--- src/rtl/rf_execute_sequencer_pkg.sv ---
// Shared widths, opcode and state encodings, and the single-cycle ALU
// used by the register-file execute sequencer.
package rf_execute_sequencer_pkg;

  localparam int DATA_W = 16;
  localparam int ADDR_W = 5;

  typedef enum logic [2:0] {
    OP_ADD = 3'b000,
    OP_SUB,
    OP_AND,
    OP_OR,
    OP_XOR,
    OP_SHL,
    OP_SHR,
    OP_MUL
  } op_t;

  typedef enum logic [1:0] {
    IDLE,
    READ,
    EXEC,
    WRITE
  } state_t;

  // Returns {flag, result}; the shift amount comes from src2 bits [4:1].
  function automatic logic [DATA_W:0] alu_eval(input op_t op,
                                               input logic [DATA_W-1:0] a,
                                               input logic [DATA_W-1:0] b);
    logic [DATA_W:0] r;
    logic [3:0]      amt;
    amt = b[4:1];
    r   = '0;
    case (op)
      OP_ADD:  r = {1'b0, a} + {1'b0, b};
      OP_SUB:  r = {1'b0, a} - {1'b0, b};
      OP_AND:  r = {1'b0, a & b};
      OP_OR:   r = {1'b0, a | b};
      OP_XOR:  r = {1'b0, a ^ b};
      OP_SHL:  r = {1'b0, a << amt};
      OP_SHR:  r = {1'b0, a >> amt};
      default: r = '0;
    endcase
    return r;
  endfunction

endpackage

--- src/rtl/rf_execute_sequencer_mul.sv ---
// Iterative shift-add multiplier: one partial product per cycle, done pulses
// 16 cycles after start with the full 32-bit product.
module seq_mul_16bit
  import rf_execute_sequencer_pkg::*;
(
  input  logic                  clk,
  input  logic                  rst_n,
  input  logic                  start,
  input  logic [DATA_W-1:0]     a,
  input  logic [DATA_W-1:0]     b,
  output logic                  done,
  output logic [2*DATA_W-1:0]   product
);

  logic                running;
  logic [3:0]          count;
  logic [2*DATA_W-1:0] mcand;
  logic [DATA_W-1:0]   mplier;

  // The start edge already performs iteration 0 so the product is complete
  // in time for the caller to register it on the 16th cycle.
  always_ff @(posedge clk or negedge rst_n) begin
    if (!rst_n) begin
      running <= 1'b0;
      count   <= '0;
      mcand   <= '0;
      mplier  <= '0;
      product <= '0;
      done    <= 1'b0;
    end else begin
      done <= 1'b0;
      if (start) begin
        product <= b[0] ? {{DATA_W{1'b0}}, a} : '0;
        mcand   <= {{(DATA_W-1){1'b0}}, a, 1'b0};
        mplier  <= {1'b0, b[DATA_W-1:1]};
        count   <= 4'd1;
        running <= 1'b1;
      end else if (running) begin
        if (mplier[0]) product <= product + mcand;
        mcand  <= mcand << 1;
        mplier <= mplier >> 1;
        count  <= count + 4'd1;
        if (count == 4'd15) begin
          running <= 1'b0;
          done    <= 1'b1;
        end
      end
    end
  end

endmodule

--- src/rtl/rf_execute_sequencer.sv ---
// Execute/writeback sequencer: reads two registers, runs an ALU op or an
// iterative multiply, and writes the result back to the register file.
module rf_execute_sequencer
  import rf_execute_sequencer_pkg::*;
(
  input  logic              clk,
  input  logic              rst_n,
  input  logic              InValid,
  output logic              InReady,
  input  logic [2:0]        InOp,
  input  logic [ADDR_W-1:0] InDest,
  input  logic [ADDR_W-1:0] InSrc1,
  input  logic [ADDR_W-1:0] InSrc2,
  output logic              RfMode,
  output logic [ADDR_W-1:0] RfWriteAddress,
  output logic [DATA_W-1:0] RfWriteValue,
  output logic [ADDR_W-1:0] RfReadAddress1,
  output logic [ADDR_W-1:0] RfReadAddress2,
  input  logic [DATA_W-1:0] RfReadValue1,
  input  logic [DATA_W-1:0] RfReadValue2,
  output logic              DoneValid,
  output logic [DATA_W-1:0] DoneResult,
  output logic              DoneCarry,
  output logic              Busy
);

  state_t              state;
  op_t                 op;
  logic [ADDR_W-1:0]   dest;
  logic [DATA_W-1:0]   opa;
  logic [DATA_W-1:0]   opb;
  logic                mul_start;
  logic                mul_done;
  logic [2*DATA_W-1:0] mul_product;
  logic [DATA_W:0]     alu_out;
  logic [DATA_W-1:0]   result;
  logic                carry;
  logic                exec_done;

  // The multiplier loads straight from the read ports during READ, so its
  // first iteration overlaps the operand capture edge.
  assign mul_start = (state == READ) && (op == OP_MUL);
  assign alu_out   = alu_eval(op, opa, opb);
  assign result    = (op == OP_MUL) ? mul_product[DATA_W-1:0] : alu_out[DATA_W-1:0];
  assign carry     = (op == OP_MUL) ? |mul_product[2*DATA_W-1:DATA_W] : alu_out[DATA_W];
  assign exec_done = (op != OP_MUL) || mul_done;

  seq_mul_16bit u_mul (
    .clk     (clk),
    .rst_n   (rst_n),
    .start   (mul_start),
    .a       (RfReadValue1),
    .b       (RfReadValue2),
    .done    (mul_done),
    .product (mul_product)
  );

  always_ff @(posedge clk or negedge rst_n) begin
    if (!rst_n) begin
      state          <= IDLE;
      op             <= OP_ADD;
      dest           <= '0;
      opa            <= '0;
      opb            <= '0;
      InReady        <= 1'b1;
      Busy           <= 1'b0;
      RfMode         <= 1'b0;
      RfWriteAddress <= '0;
      RfWriteValue   <= '0;
      RfReadAddress1 <= '0;
      RfReadAddress2 <= '0;
      DoneValid      <= 1'b0;
      DoneResult     <= '0;
      DoneCarry      <= 1'b0;
    end else begin
      RfMode    <= 1'b0;
      DoneValid <= 1'b0;
      unique case (state)
        IDLE: if (InValid) begin
          op             <= op_t'(InOp);
          dest           <= InDest;
          RfReadAddress1 <= InSrc1;
          RfReadAddress2 <= InSrc2;
          InReady        <= 1'b0;
          Busy           <= 1'b1;
          state          <= READ;
        end
        READ: begin
          opa   <= RfReadValue1;
          opb   <= RfReadValue2;
          state <= EXEC;
        end
        EXEC: if (exec_done) begin
          RfMode         <= 1'b1;
          RfWriteAddress <= dest;
          RfWriteValue   <= result;
          DoneValid      <= 1'b1;
          DoneResult     <= result;
          DoneCarry      <= carry;
          state          <= WRITE;
        end
        WRITE: begin
          InReady <= 1'b1;
          Busy    <= 1'b0;
          state   <= IDLE;
        end
      endcase
    end
  end

endmodule
--- config.mk ---
export PLATFORM = sky130hd
export DESIGN_NAME = rf_execute_sequencer
export DESIGN_NICKNAME = d
export VERILOG_FILES = /design/src/rtl/rf_execute_sequencer_pkg.sv /design/src/rtl/rf_execute_sequencer_mul.sv /design/src/rtl/rf_execute_sequencer.sv
export SDC_FILE = /design/constraint.sdc
export NUM_CORES = 1
export LEC_CHECK = 0
export ABC_AREA = 1
export CAP_MARGIN = 20
export CELL_PAD_IN_SITES_DETAIL_PLACEMENT = 0
export CELL_PAD_IN_SITES_GLOBAL_PLACEMENT = 2
export CORE_MARGIN = 2
export CORE_UTILIZATION = 33
export DETAILED_ROUTE_END_ITERATION = 7
export PLACE_DENSITY = 0.92
export SLEW_MARGIN = 15
export SYNTH_ARGS = -nofsm -noshare
export SYNTH_HDL_FRONTEND = slang
export SYNTH_SLANG_ARGS = --single-unit
--- constraint.sdc ---
create_clock -name clk -period 2.9 [get_ports clk]
set_input_delay 0.435 -clock clk [delete_from_list [all_inputs] [get_ports clk]]
set_output_delay 0.435 -clock clk [all_outputs]
set_load 0.1 [all_outputs]
==> metrics.yaml, run 1 <==
outcome:
  status: "complete, but fails checks"
  violations: "hold timing"
synthesis:
  synth_top_area_share_pct: 31.6
  yosysUniqueCellTypes: 46
  synth.cell_area_um2: 12700
  ys_ff_latch: 161
  syn-num-nets: 2107
  yosysSeqAreaShare_pct: 31.8
  yosysTopAreaCell: "dfrtp_1"
  ys_warn_count: 0
  synthCells: 1968
  ys_top_cells_by_area: "dfrtp_1 (32%), nand2_1 (20%), ha_1 (8.3%)"
  syn_avg_cell_area_um2: 6.45
routing:
  ant_nets: 0
  wirelength_mm: 45.6
  wl_met3_mm: 2.56
  top_layer_used: "met4"
  vias: 12800
  drt_iter0_drc: 1117
  drc: 0
  viasPerCell: 4.98
  first_pass_iters: 8
  routed-wl-met2_mm: 20.8
  wl_met1_mm: 21.0
  routedWlPerCell_um: 17.7
clock_tree:
  clk_latency_ps: 450
  ctsHoldBuffers: 0
  numCtsBuffers: 17
  cts-htree-levels: 4
  max-clock-path-buffers: 2
  cts_tree: "done"
  root_buffer: "clkbuf_16"
  cts.clk_slew.worst_paths_ps: 70
  cts.sinks: 161
global_routing:
  grt_overflow: 0
  track_usage_pct: 23.4
  grt_pass1_wl_mm: 70.9
  antenna_found_initial: 1
  grt_max_degree: 69
  grt_pass1_vias: 12400
setup_path:
  path_cells: "nor2_2 > nand4_1 > nor2_2 > inv_1 > nor2_4 > nor2_1 > xor2_1 > inv_1 > ha_4 > nand2_1 > nor2_2 > and2_1 > nand2_1 > nand3_1 > nand3_1 > a21oi_1"
  cp-end-kind: "register"
  worst_ep_arrival_time_ps: 3090
  max_stage_delay_ps: 430
  r2r_setup_slack_ps: 170
  worst_path_max_delay_cell: "dfrtp_1"
  cp-start-kind: "register"
  worstPathRequired_ps: 3260
  r2r_cells: 16
  r2r_start: "opb[2]"
  r2r_end: "DoneCarry"
  cp_common_cell: "nor2_2"
  path_max_fanout: 6
  worstSetupPathType: "register to register"
sta:
  worst-slew-pin-transition_ps: 815
  rsz0062_at_grt: "true"
  fmax_mhz: 367
  layout_setup_ws_ps: 174
  hold_ws_ps: -2.55
  slew_headroom_pct: 45.6
  fin_crit_ps: 2730
  maxSlewViolCount: 0
  period_share_pct: 94.0
  hold_viol: 1
  setup_viol: 0
  clock_skew_ps: 14.5
  tns_ps: 0
flow_run:
  maxCapViolations: 0
floorplan:
  io_pins: 105
  initial_utilization_pct: 33.6
  fp-row-count: 71
  fp.dieH_um: 200
  dieWidth_um: 200
  core_area_um2: 37800
  die_area_um2: 40000
final_layout:
  fin_nets: 2191
  final_core_util_pct: 39.4
  syn_to_final_growth_pct: 17.4
  num-fill-cells: 4084
  diodes: 0
  finalNonFillerCells: 2576
  drive_gt1_share_pct: 9.30
placement:
  dp.cells: 2541
  dp_hpwl_mm: 35.6
  pre_cts_ws_ps: 21.6
  place_congestion: 0.934
  io_buffers: 104
hold_path:
  min_path_type: "input port to asynchronous set/reset pin"
-- worst max-delay path by stage --
stage | start | end | slack (ps) | cells after the start
floorplan | opb[1] | DoneResult[15] | 330 | 20
global placement | opb[8] | DoneResult[15] | 30 | 16
detailed placement | opb[0] | DoneResult[13] | 20 | 18
CTS | opb[0] | DoneResult[13] | 10 | 18
global route | opb[2] | DoneResult[15] | -60 | 18
finish | opb[2] | DoneCarry | 170 | 16
-- critical path: cells and delay by family, from the launching register on --
family / cells / cell delay, ps
fa+ha+maj: 1 / 320
xor+xnor: 1 / 150
flops: 1 / 430
simple gates: 11 / 1390
buf+inv: 2 / 200
compound gates: 1 / 150
-- cell families (layout without fill, tap and decap cells) --
kind of cell	after synthesis	after routing	synth area share [%]
buf+inv	348	445	11.6
compound gates	256	256	10.7
xor+xnor	17	17	1.17
fa+ha+maj	86	86	8.60
simple gates	1100	1100	36.2
flops	161	161	31.8
-- routing by layer --
layer / vias to the layer above / global-route usage (%)
met5: - / 0
met4: 0 / 7.30
met3: 58 / 4.13
met2: 375 / 37.4
met1: 6010 / 32.1
li1: 6393 / -
-- area by class of cell --
type | count | area, um^2 | area share (%)
Sequential cell | 161 | 4030 | 27.1
Timing Repair Buffer | 148 | 1290 | 8.68
Clock inverter | 14 | 170 | 1.14
Tap cell | 511 | 639 | 4.29
Inverter | 265 | 1000 | 6.73
Clock buffer | 18 | 439 | 2.95
Multi-Input combinational cell | 1459 | 7320 | 49.1
-- Yosys cell counts (all sizes together) --
| master | n |
|---|---|
| or2 | 13 |
| clkbuf | 21 |
| xnor2 | 2 |
| nand4 | 15 |
| nor4 | 4 |
| ha | 84 |
| o21bai | 4 |
| nor3b | 1 |
| buf | 62 |
| o31ai | 8 |
| dfrtp | 160 |
| inv | 263 |
| fa | 2 |
| a21oi | 83 |
| nor3 | 9 |
| a31oi | 7 |
| a22oi | 1 |
| o22ai | 14 |
| o21ai | 132 |
| o32ai | 1 |
| clkinv | 2 |
| nand3 | 186 |
| nand2 | 679 |
| nand3b | 12 |
| xor2 | 15 |
| nor2 | 172 |
| o211ai | 1 |
| dfstp | 1 |
| a21o | 2 |
| a21boi | 2 |
| and2 | 9 |
| a31o | 1 |
-- metrics by stage --
step / area (um^2) / hold WS, ps
3_3_place_gp: 14100 / 448
6_report: 14900 / -2.55
5_1_grt: 14900 / 51.9
2_1_floorplan: 12700 / 139
4_1_cts: 14700 / 30.0
3_5_place_dp: 14100 / 457
-- sequential cells by signal, indices dropped and copies added (netlist names), 5 cells and up --
signal / count
DoneResult: 16
RfReadAddress1: 5
RfReadAddress2: 5
RfWriteAddress: 5
dest: 5
opa: 16
opb: 16
u_mul.mcand: 31
u_mul.mplier: 15
u_mul.product: 32
-- placed cells by master (no fill, tap or decap), types with 3 or more instances in the layout --
cell type / netlist / layout
nand2_1: 675 / 674
inv_1: 255 / 254
nand3_1: 186 / 185
dfrtp_1: 160 / 159
nor2_1: 167 / 156
o21ai_0: 123 / 122
buf_4: 24 / 92
a21oi_1: 83 / 80
ha_1: 84 / 76
clkdlybuf4s50_1: 0 / 51
clkbuf_16: 0 / 17
nand4_1: 15 / 15
xor2_1: 15 / 14
o22ai_1: 14 / 14
nor2_2: 3 / 13
or2_2: 13 / 13
nand3b_1: 12 / 12
o21ai_1: 9 / 10
and2_1: 9 / 9
inv_2: 7 / 8
o31ai_1: 8 / 8
nor3_1: 8 / 7
a31oi_1: 7 / 6
nor4_1: 4 / 4
o21bai_1: 4 / 4
ha_2: 0 / 4
ha_4: 0 / 4
inv_6: 0 / 4
buf_12: 0 / 4
nand2_2: 2 / 3
a21oi_2: 0 / 3
clkinvlp_4: 0 / 3
-- repair_timing --
item,4_1_cts,5_1_grt
endpoints found under the setup margin,0,9
resized for setup,0,34
buffers inserted,0,3
Power of run 1 is not shown: default switching activity piles up to over one toggle a cycle in this logic, so the estimate is an artifact.
==> run 2: changes to the inputs <==
Settings changed: CELL_PAD_IN_SITES_GLOBAL_PLACEMENT 2 to 1, CORE_UTILIZATION 33 to 40, DONT_BUFFER_PORTS set to 1, PLACE_DENSITY 0.92 to 0.82.
==> run 2 against run 1 <==
  * The run still ends with hold timing left
  * Die area fell by 17%
  * Worst hold slack worse by 320 ps
  * Largest cell class unchanged
  * Routed wire length is 6.0% lower
==> metrics.yaml, run 2 (synthesized netlist as in run 1, its figures left out) <==
routing:
  ant_nets: 0  # unchanged
  viasPerCell: 5.26  # +5.6%
  drt_iter0_drc: 1205  # +7.9%
  drc: 0  # unchanged
  wirelength_mm: 42.8  # -6.0%
  vias: 12400  # -3.4%
  routedWlPerCell_um: 18.2  # +2.8%
  first_pass_iters: 6  # -2
sta:
  slew_headroom_pct: 33.2  # -12 points
  rsz0062_at_grt: "false"
  tns_ps: 0  # unchanged
  period_share_pct: 93.5  # -0.46 points
  worst-slew-pin-transition_ps: 1000  # +187 ps
  clock_skew_ps: 12.1  # -2.41 ps
  hold_viol: 160  # +159
  layout_setup_ws_ps: 188  # +13.4 ps
  setup_viol: 0  # unchanged
  fmax_mhz: 369  # +0.49%
  fin_crit_ps: 2710  # -13.4 ps
  maxSlewViolCount: 0  # unchanged
  hold_ws_ps: -321  # -318 ps
setup_path:
  cp-start-kind: "register"
  path_cells: "nor2_1 > nand4_1 > nor2_2 > inv_1 > nor2_2 > nor2_1 > xor2_1 > inv_1 > ha_2 > nand2_1 > nor2_1 > nand3_1 > nand3_1 > nand2_1 > nand3_1 > nand2_1 > nand2_1 > nand2_1"
  worstSetupPathType: "register to register"
  max_stage_delay_ps: 410  # -20 ps
  r2r_end: "DoneResult[12]"
  path_max_fanout: 6  # unchanged
  cp-end-kind: "register"
  r2r_start: "opb[2]"
  r2r_setup_slack_ps: 190  # about the same
  worst_path_max_delay_cell: "dfrtp_1"
  worstPathRequired_ps: 3220  # -40 ps
  r2r_cells: 18  # +2
  cp_common_cell: "nand2_1"
  worst_ep_arrival_time_ps: 3040  # -50 ps
placement:
  dp.cells: 2323  # -8.6%
  io_buffers: 0  # -100%
  placed_area_um2: 13000  # -7.8%
  dp_hpwl_mm: 32.9  # -7.6%
  pre_cts_ws_ps: 97.6  # +76.0 ps
  place_congestion: 0.960  # +2.8%
final_layout:
  finalNonFillerCells: 2355  # -8.6%
  syn_to_final_growth_pct: 7.79
  post-route-cell-area_um2: 13700  # -8.2%
  num-fill-cells: 3381  # -17%
  top_regs: "u_mul.product: 32 flops, u_mul.mcand: 31 flops"
  regMostFlops: "u_mul.product"
  drive_gt1_share_pct: 6.81  # -2.5 points
  fin_nets: 2079  # -5.1%
  final_cell_mix: "nand2_1 (674), inv_1 (254), nand3_1 (184)"
  diodes: 0  # unchanged
  mostFrequentLayoutCell: "nand2_1"
  largest_reg_flops: 32  # unchanged
floorplan:
  fp-row-count: 65  # -8.5%
  dieWidth_um: 182  # -9.0%
  core_area_um2: 31400  # -17%
  fp.dieH_um: 182  # -9.0%
  die_area_um2: 33200  # -17%
  io_pins: 105  # unchanged
  initial_utilization_pct: 40.4  # +6.8 points
clock_tree:
  cts_setup_buffers: 0  # unchanged
  cts_tree: "done"
  root_buffer: "clkbuf_16"
  cts-htree-levels: 4  # unchanged
  numCtsBuffers: 17  # unchanged
  cts.clk_slew.worst_paths_ps: 80  # about the same
  cts.sinks: 161  # unchanged
  max-clock-path-buffers: 2  # unchanged
  clk_latency_ps: 440  # about the same
global_routing:
  track_usage_pct: 26.1  # +2.8 points
  antenna_found_initial: 0  # -1
  grt_pass1_vias: 11800  # -5.1%
  grt_max_degree: 162  # +130%
  grt_pass1_wl_mm: 66.7  # -6.0%
  grt_overflow: 0  # unchanged
hold_path:
  min_path_type: "input port to asynchronous set/reset pin"
outcome:
  violations: "hold timing"
  status: "complete, but fails checks"
flow_run:
  maxCapViolations: 0  # unchanged
[run 2: per-layer routing]
layer / vias up / wire length (um) / track usage (%)
li1: 6172 / - / -
met1: 5788 / 18600 / 33.7
met2: 364 / 19700 / 42.1
met3: 73 / 2900 / 6.61
met4: 0 / 1660 / 10.5
met5: - / 0 / 0
[run 2: worst max-delay path by stage]
| stage | startpoint | endpoint | cells after the start |
|---|---|---|---|
| final | opb[2] | DoneResult[12] | 18 |
| after global routing | opb[0] | DoneResult[15] | 18 |
| after CTS | opb[0] | DoneResult[6] | 16 |
| after detailed placement | opb[0] | DoneResult[6] | 16 |
| after global placement | opb[0] | DoneResult[10] | 17 |
| after floorplan | opb[1] | DoneResult[15] | 20 |
[run 2: final cells by class]
cell class | count | area [um^2] | area share, %
sequential | 161 | 4050 | 29.6
timing repair buffer | 36 | 283 | 2.07
clock inverter | 15 | 169 | 1.24
clock buffer | 17 | 425 | 3.11
inverter | 265 | 1000 | 7.33
tap | 402 | 503 | 3.68
multi-input combinational | 1459 | 7240 | 52.9
[run 2: what timing repair did]
item | 4_1_cts | 5_1_grt
endpoints found under the setup margin | 0 | 14
resized for setup | 0 | 16
endpoints found under the hold margin | 161 | 161
[run 2: worst max-delay path, delay by kind of cell (launching register included)]
family / cells / cell delay [ps]
XOR/XNOR: 1 / 130
adder cells (fa/ha/maj): 1 / 390
buffers and inverters: 2 / 130
flip-flops: 1 / 410
AND/OR/NAND/NOR: 14 / 1530
[run 2: per-stage QoR]
stage	hold slack, ps	utilization, %
detailed placement	142	41.5
global route	-334	43.6
global placement	142	41.5
finish	-321	43.6
CTS	-331	43.4
floorplan	139	-
Power of run 2 is left out for the same reason.
